`src/rtl/fetch_pc_gen.sv`:
```
// Fetch-stage PC generator: issues one aligned fetch per cycle and handles stalls, I-cache misses and redirects.
// Optional direct-mapped BTB prediction is enabled with `define FETCH_BTB_EN.
module fetch_pc_gen #(
    parameter int                    ADR_WIDTH    = 32,
    parameter int                    RETURN_BYTES = 4,
    parameter logic [ADR_WIDTH-1:0]  RESET_VECTOR = '0,
    parameter int                    BTB_ENTRIES  = 16
) (
    input  logic                 clk,
    input  logic                 rst,
    input  logic                 stall,
    input  logic                 redirect_valid,
    input  logic [ADR_WIDTH-1:0] redirect_adr,
    output logic [ADR_WIDTH-1:0] address,
    output logic                 req_valid,
    output logic [ADR_WIDTH-1:0] predicted_next_adr,
    output logic                 branch_jump,
    input  logic                 data_valid,
    input  logic                 cache_miss,
    input  logic [ADR_WIDTH-1:0] cache_adr_out,
    input  logic                 btb_upd_valid,
    input  logic [ADR_WIDTH-1:0] btb_upd_pc,
    input  logic [ADR_WIDTH-1:0] btb_upd_target
);

    localparam int                   OFF_W      = $clog2(RETURN_BYTES);
    localparam logic [ADR_WIDTH-1:0] STEP       = ADR_WIDTH'(RETURN_BYTES);
    localparam logic [ADR_WIDTH-1:0] ALIGN_MASK = ~(STEP - ADR_WIDTH'(1));

    typedef enum logic [1:0] {
        S_RUN,
        S_MISS,
        S_MISS_REDIR
    } state_t;

    state_t                 state_q;
    logic [ADR_WIDTH-1:0]   npc_q;
    logic [ADR_WIDTH-1:0]   address_q;
    logic                   req_valid_q;
    logic [ADR_WIDTH-1:0]   pred_q;
    logic                   branch_jump_q;

    logic [ADR_WIDTH-1:0]   seq_adr_d;
    logic [ADR_WIDTH-1:0]   pred_adr_d;
    logic [ADR_WIDTH-1:0]   redir_adr_d;
    logic                   btb_hit_d;
    logic                   refill_hit_d;

    assign seq_adr_d    = npc_q + STEP;
    assign redir_adr_d  = redirect_adr & ALIGN_MASK;
    assign refill_hit_d = data_valid && (cache_adr_out == npc_q);

`ifdef FETCH_BTB_EN
    localparam int IDX_W = $clog2(BTB_ENTRIES);
    localparam int TAG_W = ADR_WIDTH - OFF_W - IDX_W;

    logic [BTB_ENTRIES-1:0] btb_vld_q;
    logic [TAG_W-1:0]       btb_tag_q [BTB_ENTRIES];
    logic [ADR_WIDTH-1:0]   btb_tgt_q [BTB_ENTRIES];
    logic [IDX_W-1:0]       lk_idx_d;
    logic [IDX_W-1:0]       upd_idx_d;
    logic                   unused_btb_pc;

    assign lk_idx_d      = npc_q[OFF_W +: IDX_W];
    assign upd_idx_d     = btb_upd_pc[OFF_W +: IDX_W];
    assign unused_btb_pc = ^btb_upd_pc;

    always_ff @(posedge clk or posedge rst) begin
        if (rst) begin
            btb_vld_q <= '0;
        end else if (btb_upd_valid) begin
            btb_vld_q[upd_idx_d] <= 1'b1;
        end
    end

    // Tag/target storage carries no reset; the valid bits alone qualify a hit.
    always_ff @(posedge clk) begin
        if (btb_upd_valid) begin
            btb_tag_q[upd_idx_d] <= btb_upd_pc[ADR_WIDTH-1 -: TAG_W];
            btb_tgt_q[upd_idx_d] <= btb_upd_target & ALIGN_MASK;
        end
    end

    assign btb_hit_d  = btb_vld_q[lk_idx_d] &&
                        (btb_tag_q[lk_idx_d] == npc_q[ADR_WIDTH-1 -: TAG_W]);
    assign pred_adr_d = btb_hit_d ? btb_tgt_q[lk_idx_d] : seq_adr_d;
`else
    logic unused_btb;

    assign unused_btb = ^{btb_upd_valid, btb_upd_pc, btb_upd_target};
    assign btb_hit_d  = 1'b0;
    assign pred_adr_d = seq_adr_d;
`endif

    always_ff @(posedge clk or posedge rst) begin
        if (rst) begin
            state_q       <= S_RUN;
            npc_q         <= RESET_VECTOR;
            address_q     <= RESET_VECTOR;
            req_valid_q   <= 1'b0;
            pred_q        <= '0;
            branch_jump_q <= 1'b0;
        end else begin
            req_valid_q <= 1'b0;
            case (state_q)
                S_RUN: begin
                    if (redirect_valid) begin
                        npc_q <= redir_adr_d;
                    end else if (cache_miss) begin
                        // The request issued on this edge would be dropped by the blocked cache.
                        npc_q   <= cache_adr_out;
                        state_q <= S_MISS;
                    end else if (!stall) begin
                        address_q     <= npc_q;
                        req_valid_q   <= 1'b1;
                        pred_q        <= pred_adr_d;
                        branch_jump_q <= btb_hit_d;
                        npc_q         <= pred_adr_d;
                    end
                end
                S_MISS: begin
                    // A redirect coinciding with refill completion has nothing left to wait for.
                    if (redirect_valid) begin
                        npc_q   <= redir_adr_d;
                        state_q <= refill_hit_d ? S_RUN : S_MISS_REDIR;
                    end else if (refill_hit_d) begin
                        npc_q   <= pred_adr_d;
                        state_q <= S_RUN;
                    end
                end
                S_MISS_REDIR: begin
                    if (redirect_valid) begin
                        npc_q <= redir_adr_d;
                    end
                    if (data_valid) begin
                        state_q <= S_RUN;
                    end
                end
                default: state_q <= S_RUN;
            endcase
        end
    end

    assign address            = address_q;
    assign req_valid          = req_valid_q;
    assign predicted_next_adr = pred_q;
    assign branch_jump        = branch_jump_q;

endmodule

```
`config.mk`:
```
export PLATFORM = sky130hd
export DESIGN_NAME = fetch_pc_gen
export DESIGN_NICKNAME = d
export VERILOG_FILES = /design/src/rtl/fetch_pc_gen.sv
export SDC_FILE = /design/constraint.sdc
export NUM_CORES = 1
export LEC_CHECK = 0
export CAP_MARGIN = 20
export CORE_UTILIZATION = 30
export DETAILED_ROUTE_END_ITERATION = 10
export PLACE_DENSITY = 0.66
export SLEW_MARGIN = 30
export SYNTH_ARGS = -nofsm -noshare
export SYNTH_HDL_FRONTEND = slang
export SYNTH_SLANG_ARGS = --single-unit
```
`constraint.sdc`:
```
create_clock -name clk -period 8.1 [get_ports clk]
set_input_delay 1.62 -clock clk [delete_from_list [all_inputs] [get_ports clk]]
set_output_delay 1.62 -clock clk [all_outputs]
set_load 0.01 [all_outputs]
```
# == After elaboration in Yosys (flattened, before gate mapping) ==
# Index checks and enable logic that the tools add are counted.
# word_totals
register_bits,99
out_inout_bits,66
# classes
n_mux,18
eq_ne,9
n_reduce_logical,6
n_bitwise,3
add_sub_neg,1
# ops
cell,count
two-way mux 32 bit,6
case mux 32 bit (3 select lines),1
adder 32 x 3 -> 32 bit (second input constant),1
equality test 32 bit,1
two-way mux 2 bit,6
AND reduction 4 bit,3
!= test 2 bit (second input constant),4
case mux 2 bit (3 select lines),1
two-way mux 1 bit,4
!= test 4 bit (second input constant),1
!= test 3 bit (second input constant),1
inverter 1 bit,3
nonzero test 3 bit,1
equality test 2 x 1 -> 1 bit (second input constant),1
equality test 2 bit (second input constant),1
logical NOT 2 bit,1
logical AND 1 bit,1

# == Longest topological paths before layout ==
# Gate-level depths: netlist of run 1.
# logic_depth
ltp_word,5
mapped_depth,10
depth_no_buf,8

# == Worst setup path before layout of run 1 ==
# OpenSTA, ideal clock, no wires.
# synth_path
path_kind,input to register
start,input port cache_miss
end,"register pred_q[14], in the netlist predicted_next_adr[14]"
path_stages,6
required_ns,7.963
arrival_ns,3.058
setup_ns,0.137
path_slack_ns,4.905
cell_sequence,clkbuf_1 -> nor4b_1 -> clkbuf_1 -> clkbuf_1 -> clkbuf_1 -> a21oi_1
# synth_via
elab_chain_len,2
# synth_rtl
item,line,source
start: declaration,19,"input logic cache_miss,"
inverter 1 bit (no source line),-,
AND reduction 4 bit (no source line),-,
end signal: assignment,116,pred_q <= pred_adr_d;
end: declaration,40,logic [ADR_WIDTH-1:0] pred_q;
# Every way passes these cells.
# A chain may end at the register's enable or synchronous reset.

# == Final worst setup path of run 1 ==
# layout_path
start,input port cache_miss
end,register npc_q[3]
# layout_via
elab_chain_len,3
word_cells_on_any_way,5
classes_between,1 x eq/ne; 3 x mux; 1 x reduce/logical
# layout_rtl
item,line,source
two-way mux 32 bit,109,end else if (cache_miss) begin
two-way mux 32 bit,107,if (redirect_valid) begin
case mux 32 bit (3 select lines),105,case (state_q)
end signal: assignment,108,npc_q <= redir_adr_d;
end signal: assignment,111,npc_q <= cache_adr_out;
end signal: assignment,118,npc_q <= pred_adr_d;
end: declaration,37,logic [ADR_WIDTH-1:0] npc_q;
# Parallel ways exist; a longest one is shown, timed or not.

==> results.cfg, run 1 <==
[power]
p_total_mw = 3.03
p_per_area_nw_per_um2 = 370
vdd_ir_drop_max_v = 0.000141
leakage_nw = 3.26

[routing]
avgViaCountPerCell = 5.42
drtIter0Drc = 485
wirelength_mm = 21.3
num_vias = 5953
dr.pass1.iters = 5
antenna_left = 0
drc = 0
wire_per_inst_um = 19.4

[timing]
finalCritPeriodShare_pct = 50.8
hold-worst-slack_ps = 506
worstMarginPinSlew_ps = 859
hold_viol_final = 0
drv_slew = 0
max-slew-margin-rel_pct = 42.2
fmax_mhz = 243
grt_setup_unrepaired = no
clock_skew_ps = 10.9
finalSetupViolCount = 0
fin_crit_ps = 4120
fin_tns_setup_ps = 0

[worst_hold_path]
min_path_type = reg -> reg

[logic_synthesis]
ys_ff_latch = 97
netlist.area_leader.share_pct = 37.8
synth_nets = 869
avgSynthCellArea_um2 = 8.81
synth_top_cell_by_area = dfrtp_1
syn-cell-area_um2 = 6420
synth_cell_types = 60
async_flop_share_pct = 100
synth_edf_count = 0
synth_area_leaders = dfrtp_1, xnor2_1, mux2_2
yosys_warnings = 0
netlist_instances = 729
seq_area_frac_synth_pct = 37.8
synth-main-ff-cell = dfrtp_1

[finish]
instances_no_fill = 1098
layout_common_cells = clkdlybuf4s50_1, dfrtp_1, nor2_1
fin_area_um2 = 8190
syn2layout_area_growth_pct = 27.5
drive_gt1_share_pct = 9.25
final_common_cell = clkdlybuf4s50_1
fillerInstances = 2142
layout.nets = 957

[run]
maxCapViolCount = 0

[worst_setup_path]
path_class = in -> reg
setup.worst_path.end = npc_q[3]
crit_fanout = 22
crit_path_end_kind = flip-flop
r2r_start = npc_q[2]
r2r_slack_ps = 5280
worst-endpoint-arrival_ps = 4370
worstSetupStartpoint = cache_miss
crit_required_ps = 8350
critPathLaunchType = input pin
r2r-end = npc_q[28]
reg2reg_depth = 6

[cts]
cts_tree = yes
cts_root_buf = clkbuf_16
clk_pin_slew_ps = 70
clock_path_buffers = 2
cts_max_level = 3
cts-hold-fix-buffers = 0
clk_latency_ps = 370
cts.repair.resized = 0
postCtsSetupRepairBufs = 0
numCtsBuffers = 9
cts_sinks = 97

[floorplan]
io_pins = 201
start_util_pct = 30.6
core-area_um2 = 21000
die_x_um = 148
rows = 53
die_y_um = 148
die_area_um2 = 22000

[grt]
grt_pass1_wl_mm = 33.7
antenna_found_initial = 1
grt_max_degree = 71
grt_overflow_total = 0
grt_pass1_vias = 5821
grt_use_total_pct = 20.0

[placed_design]
gp_congestion = 0.855
dpl.cell_count = 1081
hpwlAfterDp_mm = 14.7
numPortBuffers = 132
placed_area_um2 = 7890

[status]
status = finished clean
[cell families (layout without fill, tap and decap cells)]
family                   count (synthesis)  in the layout  share of synthesized area, %
AND/OR/NAND/NOR                        195            195                          14.6
multiplexers                            44             44                          7.58
other                                    1              2                        0.0584
XOR/XNOR                                56             56                          7.64
buffers and inverters                  102            195                          6.82
AO/OA/AOI/OAI                          229            229                          24.6
adder cells (fa/ha/maj)                  5              5                         0.974
flip-flops                              97             97                          37.8
[stage by stage]
| step | utilization, % | setup slack (ps) |
|---|---|---|
| floorplan | - | 3950 |
| global placement | 37.5 | 3390 |
| detailed placement | 37.5 | 3620 |
| CTS | 39.0 | 4000 |
| global route | 39.0 | 3850 |
| finish | 39.0 | 3980 |
[worst min path at each step]
stage          slack, ps  cells past startpoint           to        start
5_1_grt              530                      1  address[21]  address[21]
3_3_place_gp         490                      1   address[9]   address[9]
4_1_cts              510                      1  address[16]  address[16]
2_1_floorplan        520                      2     npc_q[0]     npc_q[0]
3_5_place_dp         490                      1  address[16]  address[16]
6_report             510                      1  address[16]  address[16]
[layout make-up]
type / instances / area (um^2) / area share (%)
multi-input combinational: 530 / 3580 / 43.7
inverter: 34 / 130 / 1.59
sequential: 97 / 2430 / 29.6
timing repair buffer: 145 / 1410 / 17.3
clock buffer: 10 / 229 / 2.80
clock inverter: 6 / 66.3 / 0.810
antenna: 1 / 2.50 / 0.0306
tap: 275 / 344 / 4.20
[worst max-delay path, cell delays in order]
cell and delay (ps):
clkdlybuf4s50_1 770, inv_1 140, a31oi_1 200, nor2_1 70, or2_2 550, a21oi_4 620
mux2_2 400
[where the power goes]
part	switching [mW]	leakage, nW	internal (mW)
logic	0.851	1.90	0.806
clock network	0.205	0.147	0.242
registers	0.225	1.21	0.705
[layer usage]
| metal | global-route usage [%] | wire (um) |
|---|---|---|
| met2 | 31.3 | 9640 |
| met5 | 0 | 13 |
| met3 | 4.79 | 1760 |
| met4 | 7.22 | 420 |
| met1 | 26.7 | 9500 |
[sequential cells by signal, summed over array words and instances, names as in the netlist]
register            count
address                32
npc_q                  32
predicted_next_adr     30
state_q                 2
req_valid               1
[synth_stat cells, types with 9 or more instances]
cell,count
a221oi_1,10
clkbuf_1,35
a22oi_1,34
nand3_1,12
xnor2_1,51
o22a_1,12
nor3_1,9
nand2_1,42
a21oi_1,67
nor2b_1,16
nor2_1,73
a22o_1,11
o21ai_0,30
dfrtp_1,97
nand4_1,12
buf_2,23
inv_1,32
mux2_2,36
(Power assumes the default switching activity.)
==> run 2, diff against run 1 <==
==> constraint.sdc (replaced) <==
create_clock -name clk -period 4.3 [get_ports clk]
set_input_delay 0.86 -clock clk [delete_from_list [all_inputs] [get_ports clk]]
set_output_delay 0.86 -clock clk [all_outputs]
set_load 0.01 [all_outputs]
==> results.cfg, run 2 (synthesized netlist as in run 1, its figures left out) <==
[power]
vdd_ir_drop_max_v = 0.000275
swShare_pct = 42.5
leakage_nw = 3.27
p_total_mw = 5.70
p_comb_share_pct = 55.9
p_int_mw = 3.28
p_sw_mw = 2.42
p_per_area_nw_per_um2 = 694
p_clk_share_pct = 13.3
seqPwrFrac_pct = 30.8

[grt]
grt_max_degree = 61
grt_use_total_pct = 20.4
grt_overflow_total = 0
grt_pass1_vias = 5922
grt_pass1_wl_mm = 34.3
antenna_found_initial = 1

[routing]
drc = 0
wirelength_mm = 21.8
dr.pass1.iters = 6
drtIter0Drc = 612
avgViaCountPerCell = 5.49
num_vias = 6067
antenna_left = 0
wire_per_inst_um = 19.8

[cts]
cts.repair.resized = 0
clk_latency_ps = 370
clock_path_buffers = 2
cts-hold-fix-buffers = 0
cts_root_buf = clkbuf_16
cts_tree = yes
cts_sinks = 97
numCtsBuffers = 9
clk_pin_slew_ps = 70
postCtsSetupRepairBufs = 0
cts_max_level = 3

[placed_design]
dpl.cell_count = 1091
dp_slack_ps = 922
gp_congestion = 0.839
placed_area_um2 = 7960
numPortBuffers = 132
hpwlAfterDp_mm = 15.2

[finish]
antenna-diode-count = 0
instances_no_fill = 1105
fillerInstances = 2113
layout.nets = 967
fin_area_um2 = 8210
final_common_cell = clkdlybuf4s50_1
layout_common_cells = clkdlybuf4s50_1, dfrtp_1, nor2_1
drive_gt1_share_pct = 9.88
syn2layout_area_growth_pct = 27.8

[timing]
grt_setup_unrepaired = no
finalCritPeriodShare_pct = 70.6
fin_crit_ps = 3040
finalSetupViolCount = 0
hold_viol_final = 0
max-slew-margin-rel_pct = 38.4
fin_tns_setup_ps = 0
worstMarginPinSlew_ps = 915
worst_slack_ps = 1260
drv_slew = 0
clock_skew_ps = 13.8
fmax_mhz = 329

[worst_setup_path]
worst-endpoint-arrival_ps = 3280
crit_path_end_kind = flip-flop
reg2reg_depth = 6
cpPeakStageDelay_ps = 550
path_class = in -> reg
r2r_slack_ps = 1360
path_cells = clkdlybuf4s50_1, buf_4, inv_1, a31oi_1, nor2_1, or2_2, a21oi_2, buf_4, a22oi_1
critPathBufInv = 4
critPathTopFamily = buffers and inverters
crit_required_ps = 4540
r2r_start = npc_q[2]
crit_fanout = 22
critPathLaunchType = input pin
cp_common_cell = buf_4
slowest_stage = or2_2
r2r-end = npc_q[28]

[worst_hold_path]
min_path_type = reg -> reg
whs_endpoint = address[20]
worstHoldStart = address[20]
min_path_cells = 1

[floorplan]
core-area_um2 = 21000
io_pins = 201
start_util_pct = 30.6
rows = 53
die_y_um = 148
die_x_um = 148
die_area_um2 = 22000

[status]
status = finished clean

[run]
maxCapViolCount = 0
-- run 2: worst max path at each step --
| stage | startpoint | to | slack (ps) | depth (start not counted) |
|---|---|---|---|---|
| floorplan | rst | address[0] | 910 | 1 |
| global placement | cache_miss | npc_q[15] | 950 | 9 |
| detailed placement | cache_miss | npc_q[23] | 920 | 9 |
| CTS | cache_miss | npc_q[20] | 1290 | 9 |
| global route | cache_miss | npc_q[5] | 1140 | 9 |
| finish | cache_miss | npc_q[20] | 1260 | 9 |
-- run 2: per-layer routing --
layer	global-route usage [%]	part of all wire (%)
met1	27.5	45
met2	31.9	45
met3	4.42	7.5
met4	7.27	1.7
met5	0	0.050
-- run 2: worst reg2reg max path, stage by stage, from the launching register on --
cell and delay [ps]:
dfrtp_1 630, ha_1 470, nand3_1 330, nor4_1 870
a221oi_1 140, a211oi_1 280, o22a_1 170
-- run 2: through the flow --
stage               hold slack (ps)  utilization [%]
floorplan                       521                -
CTS                             510             39.1
global route                    536             39.1
detailed placement              496             37.9
global placement                491             37.9
finish                          504             39.1
-- run 2: final cells by class --
cell class | count | area (um^2) | share of cell area, %
clock buffers | 11 | 233 | 2.83
clock inverters | 3 | 20.0 | 0.244
repair buffers | 155 | 1490 | 18.1
well taps | 275 | 344 | 4.19
flip-flops and latches | 97 | 2430 | 29.6
inverters | 34 | 130 | 1.58
multi-input cells | 530 | 3570 | 43.4
-- run 2: power by group through the flow --
stage | logic [mW] | registers, mW | clock network (mW)
CTS | 3.18 | 1.75 | 0.771
finish | 3.19 | 1.76 | 0.757
floorplan | 1.91 | 1.71 | 0
detailed placement | 3.16 | 1.77 | 0
global placement | 3.11 | 1.76 | 0
global route | 3.48 | 1.82 | 0.806
